### src/rtl/trigger_sequencer.sv
// trigger_sequencer
//   Sequences one DAC/ADC acquisition after an asynchronous GPIO trigger:
//   optional pre-delay, a RUN phase that drives the DAC/ADC enables and mask
//   strobes, an optional post-delay, then a one-cycle DONE pulse.
//   Configuration is captured into shadow registers on the accepting trigger.
// Ports
//   clk, rst            fabric clock, asynchronous active-high reset
//   trigger_in          raw asynchronous trigger (rising edge starts a sequence)
//   abort               synchronous cancel of any sequence
//   clear_status        synchronous clear of trig_overrun
//   cfg_pre_delay       pre-delay length in cycles
//   cfg_run_cycles      RUN length in cycles
//   cfg_adc_cycles      number of leading RUN cycles with adc_run high
//   cfg_post_delay      post-delay length in cycles
//   cfg_mask_enable     enables mask_first / mask_last
//   dac_run, adc_run    run enables
//   mask_first/last     first / last RUN cycle strobes
//   run_index           0-based RUN cycle index, 0 outside RUN
//   busy, done, aborted status; done/aborted are one-cycle pulses
//   trig_overrun        sticky: trigger seen while busy
module trigger_sequencer #(
  parameter int CNT_WIDTH   = 32,
  parameter int SYNC_STAGES = 2
) (
  input  logic                 clk,
  input  logic                 rst,
  input  logic                 trigger_in,
  input  logic                 abort,
  input  logic                 clear_status,
  input  logic [CNT_WIDTH-1:0] cfg_pre_delay,
  input  logic [CNT_WIDTH-1:0] cfg_run_cycles,
  input  logic [CNT_WIDTH-1:0] cfg_adc_cycles,
  input  logic [CNT_WIDTH-1:0] cfg_post_delay,
  input  logic                 cfg_mask_enable,
  output logic                 dac_run,
  output logic                 adc_run,
  output logic                 mask_first,
  output logic                 mask_last,
  output logic [CNT_WIDTH-1:0] run_index,
  output logic                 busy,
  output logic                 done,
  output logic                 aborted,
  output logic                 trig_overrun
);

  localparam logic [CNT_WIDTH-1:0] ONE = CNT_WIDTH'(1);

  typedef enum logic [2:0] {S_IDLE, S_PRE, S_RUN, S_POST, S_DONE} state_t;

  // ---------------------------------------------------------------- trigger
  logic [SYNC_STAGES-1:0] sync_reg;
  logic [SYNC_STAGES-1:0] fill_reg;
  logic                   hist_reg;
  logic                   trig_pulse;

  // The history flop comes out of reset high and only starts tracking once
  // the synchroniser has refilled with real samples. A trigger held high
  // across reset therefore needs to fall and rise again before it counts.
  always_ff @(posedge clk or posedge rst) begin
    if (rst) begin
      sync_reg <= '0;
      fill_reg <= '0;
      hist_reg <= 1'b1;
    end else begin
      sync_reg <= {sync_reg[SYNC_STAGES-2:0], trigger_in};
      fill_reg <= {fill_reg[SYNC_STAGES-2:0], 1'b1};
      if (fill_reg[SYNC_STAGES-1]) hist_reg <= sync_reg[SYNC_STAGES-1];
    end
  end

  assign trig_pulse = sync_reg[SYNC_STAGES-1] & ~hist_reg;

  // ---------------------------------------------------------------- FSM
  state_t               state_reg, state_next;
  logic [CNT_WIDTH-1:0] cnt_reg, cnt_next;
  logic [CNT_WIDTH-1:0] pre_reg, pre_next, run_reg, run_next;
  logic [CNT_WIDTH-1:0] adc_reg, adc_next, post_reg, post_next;
  logic                 mask_reg, mask_next;

  logic                 dac_run_next, adc_run_next, mask_first_next, mask_last_next;
  logic [CNT_WIDTH-1:0] run_index_next;
  logic                 busy_next, done_next, aborted_next, trig_overrun_next;

  // First phase with a nonzero length, in PRE, RUN, POST order.
  function automatic state_t first_phase(input logic [CNT_WIDTH-1:0] pre,
                                         input logic [CNT_WIDTH-1:0] run,
                                         input logic [CNT_WIDTH-1:0] post);
    if (pre != '0)       return S_PRE;
    else if (run != '0)  return S_RUN;
    else if (post != '0) return S_POST;
    else                 return S_DONE;
  endfunction

  // State register, phase counter, shadows and registered outputs.
  always_ff @(posedge clk or posedge rst) begin
    if (rst) begin
      state_reg    <= S_IDLE;
      cnt_reg      <= '0;
      pre_reg      <= '0;
      run_reg      <= '0;
      adc_reg      <= '0;
      post_reg     <= '0;
      mask_reg     <= 1'b0;
      dac_run      <= 1'b0;
      adc_run      <= 1'b0;
      mask_first   <= 1'b0;
      mask_last    <= 1'b0;
      run_index    <= '0;
      busy         <= 1'b0;
      done         <= 1'b0;
      aborted      <= 1'b0;
      trig_overrun <= 1'b0;
    end else begin
      state_reg    <= state_next;
      cnt_reg      <= cnt_next;
      pre_reg      <= pre_next;
      run_reg      <= run_next;
      adc_reg      <= adc_next;
      post_reg     <= post_next;
      mask_reg     <= mask_next;
      dac_run      <= dac_run_next;
      adc_run      <= adc_run_next;
      mask_first   <= mask_first_next;
      mask_last    <= mask_last_next;
      run_index    <= run_index_next;
      busy         <= busy_next;
      done         <= done_next;
      aborted      <= aborted_next;
      trig_overrun <= trig_overrun_next;
    end
  end

  // Next state. cnt_reg counts elapsed cycles within the current phase.
  always_comb begin
    state_next = state_reg;
    cnt_next   = cnt_reg;
    pre_next   = pre_reg;
    run_next   = run_reg;
    adc_next   = adc_reg;
    post_next  = post_reg;
    mask_next  = mask_reg;
    case (state_reg)
      S_IDLE: begin
        if (trig_pulse) begin
          pre_next   = cfg_pre_delay;
          run_next   = cfg_run_cycles;
          adc_next   = cfg_adc_cycles;
          post_next  = cfg_post_delay;
          mask_next  = cfg_mask_enable;
          cnt_next   = '0;
          state_next = first_phase(cfg_pre_delay, cfg_run_cycles, cfg_post_delay);
        end
      end
      S_PRE: begin
        if (cnt_reg == pre_reg - ONE) begin
          cnt_next   = '0;
          state_next = first_phase('0, run_reg, post_reg);
        end else begin
          cnt_next = cnt_reg + ONE;
        end
      end
      S_RUN: begin
        if (cnt_reg == run_reg - ONE) begin
          cnt_next   = '0;
          state_next = first_phase('0, '0, post_reg);
        end else begin
          cnt_next = cnt_reg + ONE;
        end
      end
      S_POST: begin
        if (cnt_reg == post_reg - ONE) begin
          cnt_next   = '0;
          state_next = S_DONE;
        end else begin
          cnt_next = cnt_reg + ONE;
        end
      end
      S_DONE:  state_next = S_IDLE;
      default: state_next = S_IDLE;
    endcase
    // Abort beats everything, including a trigger arriving in IDLE.
    if (abort) begin
      state_next = S_IDLE;
      cnt_next   = '0;
      pre_next   = pre_reg;
      run_next   = run_reg;
      adc_next   = adc_reg;
      post_next  = post_reg;
      mask_next  = mask_reg;
    end
  end

  // Outputs are decoded from the upcoming state and then registered, so they
  // line up with the state they describe.
  always_comb begin
    dac_run_next      = (state_next == S_RUN);
    run_index_next    = dac_run_next ? cnt_next : '0;
    adc_run_next      = dac_run_next && (cnt_next < adc_next);
    mask_first_next   = dac_run_next && mask_next && (cnt_next == '0);
    mask_last_next    = dac_run_next && mask_next && (cnt_next == run_next - ONE);
    busy_next         = (state_next != S_IDLE);
    done_next         = (state_next == S_DONE);
    aborted_next      = abort && (state_reg != S_IDLE);
    // Set has priority over clear.
    trig_overrun_next = (trig_pulse && (state_reg != S_IDLE)) ||
                        (trig_overrun && !clear_status);
  end

endmodule

### config.mk
export PLATFORM = sky130hd
export DESIGN_NAME = trigger_sequencer
export DESIGN_NICKNAME = d
export VERILOG_FILES = /design/src/rtl/trigger_sequencer.sv
export SDC_FILE = /design/constraint.sdc
export NUM_CORES = 1
export LEC_CHECK = 0
export ABC_AREA = 1
export BUFFER_PORTS_ARGS = -buffer_cell sky130_fd_sc_hd__buf_4
export CORE_UTILIZATION = 60
export CTS_BUF_LIST = sky130_fd_sc_hd__clkbuf_4 sky130_fd_sc_hd__clkbuf_8
export DETAILED_ROUTE_END_ITERATION = 10
export PLACE_DENSITY_LB_ADDON = 0.25
export SLEW_MARGIN = 20
export SYNTH_ARGS = -nofsm -noshare
export SYNTH_HDL_FRONTEND = slang
export SYNTH_SLANG_ARGS = --single-unit
export TNS_END_PERCENT = 10
### constraint.sdc
create_clock -name clk -period 7.95 [get_ports clk]
set_clock_uncertainty 0.05 [all_clocks]
set_input_delay 0.3975 -clock clk [delete_from_list [all_inputs] [get_ports clk]]
set_output_delay 0.3975 -clock clk [all_outputs]
set_load 0.05 [all_outputs]
Word-level counts from Yosys, hierarchy flattened --
Cells that the tools add are included.
Storage, ports and cells: flip-flop bits (word level) 209, input bits 134, output and inout bits 40
Cells by class: add/sub/neg operators 5, order comparisons 1, equal/unequal tests 9, muxes and demuxes 27, bitwise logic cells 3, reductions and logical operators 19
Operators by type and width (count):
- 32-bit two-way mux | 12
- 32-bit nonzero test | 5
- 32-bit equality test | 4
- 32-bit one-hot mux with 4 select lines | 1
- 32-bit by 1-bit subtractor with 32-bit output (second input constant) | 4
- 32-bit by 1-bit adder with 32-bit output (second input constant) | 1
- 32-bit logical NOT | 1
- 32-bit less-than comparator | 1
- 3-bit two-way mux | 10
- 3-bit one-hot mux with 4 select lines | 1
- 3-bit by 2-bit equality test with 1-bit output (second input constant) | 3
- 1-bit logical AND | 7
- 3-bit nonzero test | 2
- 3-bit by 1-bit equality test with 1-bit output (second input constant) | 1
- 3-bit equality test (second input constant) | 1
- 3-bit logical NOT | 1
- 1-bit two-way mux | 3
- 3-bit AND reduction | 1
- 1-bit NOT | 2
- 1-bit bitwise AND | 1
- 1-bit logical NOT | 1
- 1-bit logical OR | 1

Logic depth before layout (Yosys ltp) --
depth after elaboration 10, mapped depth 30, depth with buffers taken out 29

Least setup slack after synthesis --
Ideal clock, no wire load.
path type reg2reg, from register pre_reg[0], to register adc_run, setup time 0.077 ns, arrival time 3.290 ns, data required time 7.823 ns, slack 4.532 ns, cell stages (with the launch flop) 29, clock period less this slack 3.418 ns, path through dfrtp_1 inv_1 ha_1 nand2_4 nor2_8 nand2_4 nor2_4 nand2_1 nand2_1 nand2_1 nor2_1 nand2_1 nor2_2 nand3_1 nand2_2 nand3_4 buf_6 nand3_1 nand2_1 nand3_1 inv_1 ha_1 nand2_1 nor2_1 a211oi_1 o221ai_1 a21oi_1 nand2_1 a21oi_1
On the way: longest elaborated chain between the ends 7, elaborated cells between the ends (all ways) 11, classes of those cells add/sub (1); order compare (1); eq/ne (2); mux (6); reduce/logical (1)
RTL lines:
- from (decl) | RTL line 76 | logic [CNT_WIDTH-1:0] pre_reg, pre_next, run_reg, run_next;
- from (signal assigned) | RTL line 116 | pre_reg <= pre_next;
- 32-bit by 1-bit subtractor with 32-bit output | RTL line 155 | if (cnt_reg == pre_reg - ONE) begin
- 32-bit equality test | RTL line 155
- 32-bit two-way mux | RTL line 155
- 32-bit one-hot mux with 4 select lines | RTL line 142 | case (state_reg)
- 32-bit two-way mux | RTL line 182 | if (abort) begin
- via cnt_next[19] | RTL line 75 | logic [CNT_WIDTH-1:0] cnt_reg, cnt_next;
- 32-bit less-than comparator | RTL line 198 | adc_run_next = dac_run_next && (cnt_next < adc_next);
- 1-bit logical AND | RTL line 198
- via adc_run_next | RTL line 80 | logic dac_run_next, adc_run_next, mask_first_next, mask_last_next;
- to (signal assigned) | RTL line 122 | adc_run <= adc_run_next;
- to (decl) | RTL line 36 | output logic adc_run,
The timed path passes the listed nets, and every way through them passes these cells. A chain may end at the register's enable or synchronous reset.

Final worst setup path --
from register state_reg[2], to register mask_last
On the way: longest elaborated chain between the ends 6, elaborated cells between the ends (all ways) 21, classes of those cells add/sub (1); eq/ne (5); mux (12); reduce/logical (3)
RTL lines:
- from (decl) | RTL line 74 | state_t state_reg, state_next;
- from (signal assigned) | RTL line 114 | state_reg <= state_next;
- 3-bit logical NOT (tied with other cells) | RTL line 142
- 32-bit two-way mux or 3-bit one-hot mux with 4 select lines (tied branches) | RTL line 142
- 32-bit two-way mux or 3-bit two-way mux (tied branches) | RTL line 182
- 32-bit by 1-bit subtractor with 32-bit output or 3-bit by 2-bit equality test with 1-bit output (tied branches) | RTL line 200, 196
- 32-bit equality test or 1-bit logical AND (tied branches) | RTL line 200 | mask_last_next = dac_run_next && mask_next && (cnt_next == run_next - ONE);
- 1-bit logical AND (*) | RTL line 200
- via mask_last_next | RTL line 80
- to (signal assigned) | RTL line 124 | mask_last <= mask_last_next;
- to (decl) | RTL line 38 | output logic mask_last,
Mark *: on every way through the listed nets, which the timed path passes. The rest lies on a longest branch.

==> metrics.md <==
| Metric | Value |
|---|---|
| Worst Setup Path Type | reg2reg |
| Final nets | 2711 |
| Ratio of cells with drive above 1 in the final layout | roughly 14% |
| Crit start category | flop |
| Cell depth of the worst flop-to-flop path | 22 |
| DIE WIDTH | ~170 microns |
| Bufs and invs on worst path | 2 |
| Fill count | 2284 |
| Post-route DRC | 18 |
| RSZ-0062 raised after global routing | no |
| Mux cell area share after synthesis | between 1 and 1.5% |
| Clock tree buffer depth | 3 |
| CTS tree | yes |
| Vias in the first global route | between 15000 and 20000 |
| Area of the multi-input gates | between 8000 and 9000 sq um |
| GP Congestion | roughly 1.0 |
| R2R Setup Slk | ~3400 ps |
| WL final | around 54 mm |
| Synth Register Bits | about 210 |
| Most frequent cells in the layout | nand2_1 (622), inv_1 (384), nor2_1 (320), dfrtp_1 (207), buf_4 (178) |
| Final min period | between 4000 and 5000 ps |
| Setup WS post-layout | about 3400 ps |
| FMAX | between 0.2 and 0.25 GHz |
| Critical Path AT | about 5000 ps |
| Synth Area in Compound Gates | under 10% |
| Pwr Density | around 200 nW/um^2 |
| Number of I/O pins | ~170 |
| Rows | slightly below 60 |
| Post-synthesis xor/xnor area fraction | between 8 and 9% |
| Most common cell after layout, fill and taps aside | nand2_1 |
| Post-route clock period utilization | between 50 and 60% |
| Largest family of logic cells by synthesized area | simple AND/OR/NAND/NOR gates |
| Setup tns final | 0 ps |
| Final Hold Viols | 0 |
| Max-slew violations | 0 |
| Yosys cell types | 54 |
| Worst R2R Start | state_reg[2] |
| Core Box Area | around 26000 sq um |
| CP startpoint | state_reg[2] |
| Min-delay worst type | in2async |
| EDFF count, synth | 0 |
| TritonCTS Buffers | 37 |
| Final HPWL DP | between 40 and 50 mm |
| Input/output buffers | between 150 and 200 |
| Total grt overflow | 0 |
| CP delay by family, top | simple AND/OR/NAND/NOR gates |
| Crit end category | flop |
| Total setup buffers inserted after CTS | 0 |
| Seq/Total Area, Yosys | 32.56% |
| Sink Count | between 200 and 250 |
| Die Y | between 150 and 200 microns |
| Clock Latency Late Sink | approximately 550 ps |
| Yosys warns | 0 |
| First-pass iteration count of the detailed router | 9 |
| Starting Density | 61.47% |
| Slew headroom | 23.23% |
| Total nets after synthesis | between 2000 and 3000 |
| Syn_area_per_cell | between 6 and 7 sq um |
| CTS H-tree lvls | 2 |
| Async set or reset register ratio after synthesis | 100.0% |
| Tightest Pin Transition | 1150 ps |
| Worst-path clk slew | roughly 60 ps |
| Levels on crit path | 22 |
| CP max stage delay | 740 ps |
| Netlist Area Pre-Place | 16060 sq um |
| Peak VDD IR | about 0.22 mV |
| Avg WL per Cell | around 19 microns |
| CP Cell Sequence | buf_4, nor3_4, nand3_4, o21ai_4, ha_1, inv_1, nor2_1, nand2_2, nor2_4, nand2_2, nor2_2, nand2_1, nand2_1, nand3b_1, nand2_1, nor2_1, nand2_1, nor2_1, nand2_1, nor2_1, nand3_1, nor2_1 |
| Via count | around 16000 |
| DR iter-0 viols | between 1500 and 2000 |
| Cells after Synth | 2400 |
| Largest net degree at the start of global routing | 137 |
| Max-Cap Viols | 0 |
| Root buffer cell | clkbuf_8 |
| Top_reg_cell synth | dfrtp_1 |
| Vias per inst | 5.613 |
| GRT Util Overall | roughly two fifths |
| Critical Path RT | ~8400 ps |
| Hold WS | 0.1223 ps |
| DIE AREA | between 20000 and 30000 sq um |
| Finished Cell Area | around 18000 sq um |
| Leak pwr | just under 0.01 uW |
| Failing checks | DRC |
| Setup violators final | 0 |
| Initial antenna violation count | 0 |
| Synth Area in Simple Gates | between 30% and 40% |
| Layout area overhead | 13.76% |
| Post-synthesis adder-cell area fraction | about 2.7% |
| Inserted Diodes | 0 |
| Status | complete, but fails checks |
| FF+latch area | 5233 sq um |
| Slowest-stage cell, CP | nand3_4 |
| Post-DRT Antenna Nets | 0 |
| CP Max Fanout | 73 |
| First-pass GRT wire length | between 80 and 90 mm |
| Worst slack, placed | roughly 3400 ps |
| Cell Area, Placed | ~17000 sq um |
==> cell usage after synthesis, types with 2 or more instances <==
library cell | n | area share, %
buf_1 | 3 | 0.070
nor2_4 | 12 | 0.84
a21oi_1 | 52 | 1.6
nand3_4 | 2 | 0.22
a211oi_1 | 3 | 0.14
o21bai_1 | 8 | 0.37
buf_6 | 7 | 0.49
buf_2 | 25 | 0.78
nand2_4 | 2 | 0.14
or2_2 | 7 | 0.27
nor3_1 | 30 | 0.93
nor2_1 | 320 | 7.5
o21a_1 | 2 | 0.093
o311ai_1 | 2 | 0.11
nand3_2 | 4 | 0.25
o21ai_2 | 14 | 0.76
xnor2_1 | 42 | 2.3
nor3b_1 | 3 | 0.14
clkbuf_2 | 2 | 0.062
inv_2 | 19 | 0.44
nor4_1 | 30 | 1.2
inv_1 | 385 | 9.0
dfrtp_1 | 208 | 32
nand2_2 | 12 | 0.47
nor3_4 | 2 | 0.20
xor2_1 | 119 | 6.5
nand4_1 | 54 | 2.1
a31oi_1 | 32 | 1.2
nand3_1 | 107 | 3.3
nand2_1 | 622 | 15
ha_1 | 35 | 2.7
o21ai_4 | 3 | 0.30
o221ai_1 | 3 | 0.16
o21ai_1 | 19 | 0.59
clkbuf_1 | 40 | 0.93
nand3b_1 | 21 | 0.98
o21ai_0 | 102 | 3.2
nor2_2 | 18 | 0.70
mux2_2 | 14 | 0.98
==> final timing paths <==
kind / end
max: mask_last
min: pre_reg[17]
max reg2reg: mask_last
min reg2reg: sync_reg[1]
max in group asynchronous: adc_reg[0]
min in group clk: post_reg[25]
==> worst register-to-register path: stages, from the launching register on <==
cell and delay (ps):
dfrtp_2 380, buf_4 330, nor3_4 360, nand3_4 740, o21ai_4 530, ha_1 270
inv_1 110, nor2_1 320, nand2_2 140, nor2_4 120, nand2_2 80, nor2_2 120
nand2_1 60, nand2_1 90, nand3b_1 120, nand2_1 70, nor2_1 100, nand2_1 60
nor2_1 80, nand2_1 70, nor2_1 150, nand3_1 90, nor2_1 90
==> area by class of cell <==
class                      instances  share of cell area, %
tap                              335                  2.294
multi-input combinational       1709                  48.91
inverter                         405                  8.360
clock inverter                    13                 0.5888
clock buffer                      54                  3.793
sequential                       209                  28.63
timing repair buffer             180                  7.422
==> timing repair <==
item,in CTS,in global routing
hold buffers,2,0
hold endpoints to repair,2,0
resized for setup,0,0
==> routing by layer <==
metal	global-route usage, %	routed length [microns]
met4	21.94	3227
met2	58.38	22950
met5	0	0
met3	6.499	5153
met1	54.74	22790
==> cells by family after synthesis <==
logic type | after synthesis
AO/OA/AOI/OAI | 244
multiplexers | 15
AND/OR/NAND/NOR | 1253
other | 1
buffers and inverters | 482
flip-flops | 209
adder cells (fa/ha/maj) | 35
XOR/XNOR | 161
==> through the flow <==
step           instances  utilization [%]  power (uW)
2_1_floorplan       2400                -        2191
3_3_place_gp        2836            66.79        2483
3_5_place_dp        2836            66.79        2517
4_1_cts             2905            69.93        3602
5_1_grt             2905            69.93        3831
6_report            2905            69.93        3613
==> power breakdown <==
part	internal, uW	switching [uW]
registers	1220	173
logic	411	732
clock network	599	478
total	2230	1380
No activity file was read; power rests on OpenSTA's default activity.
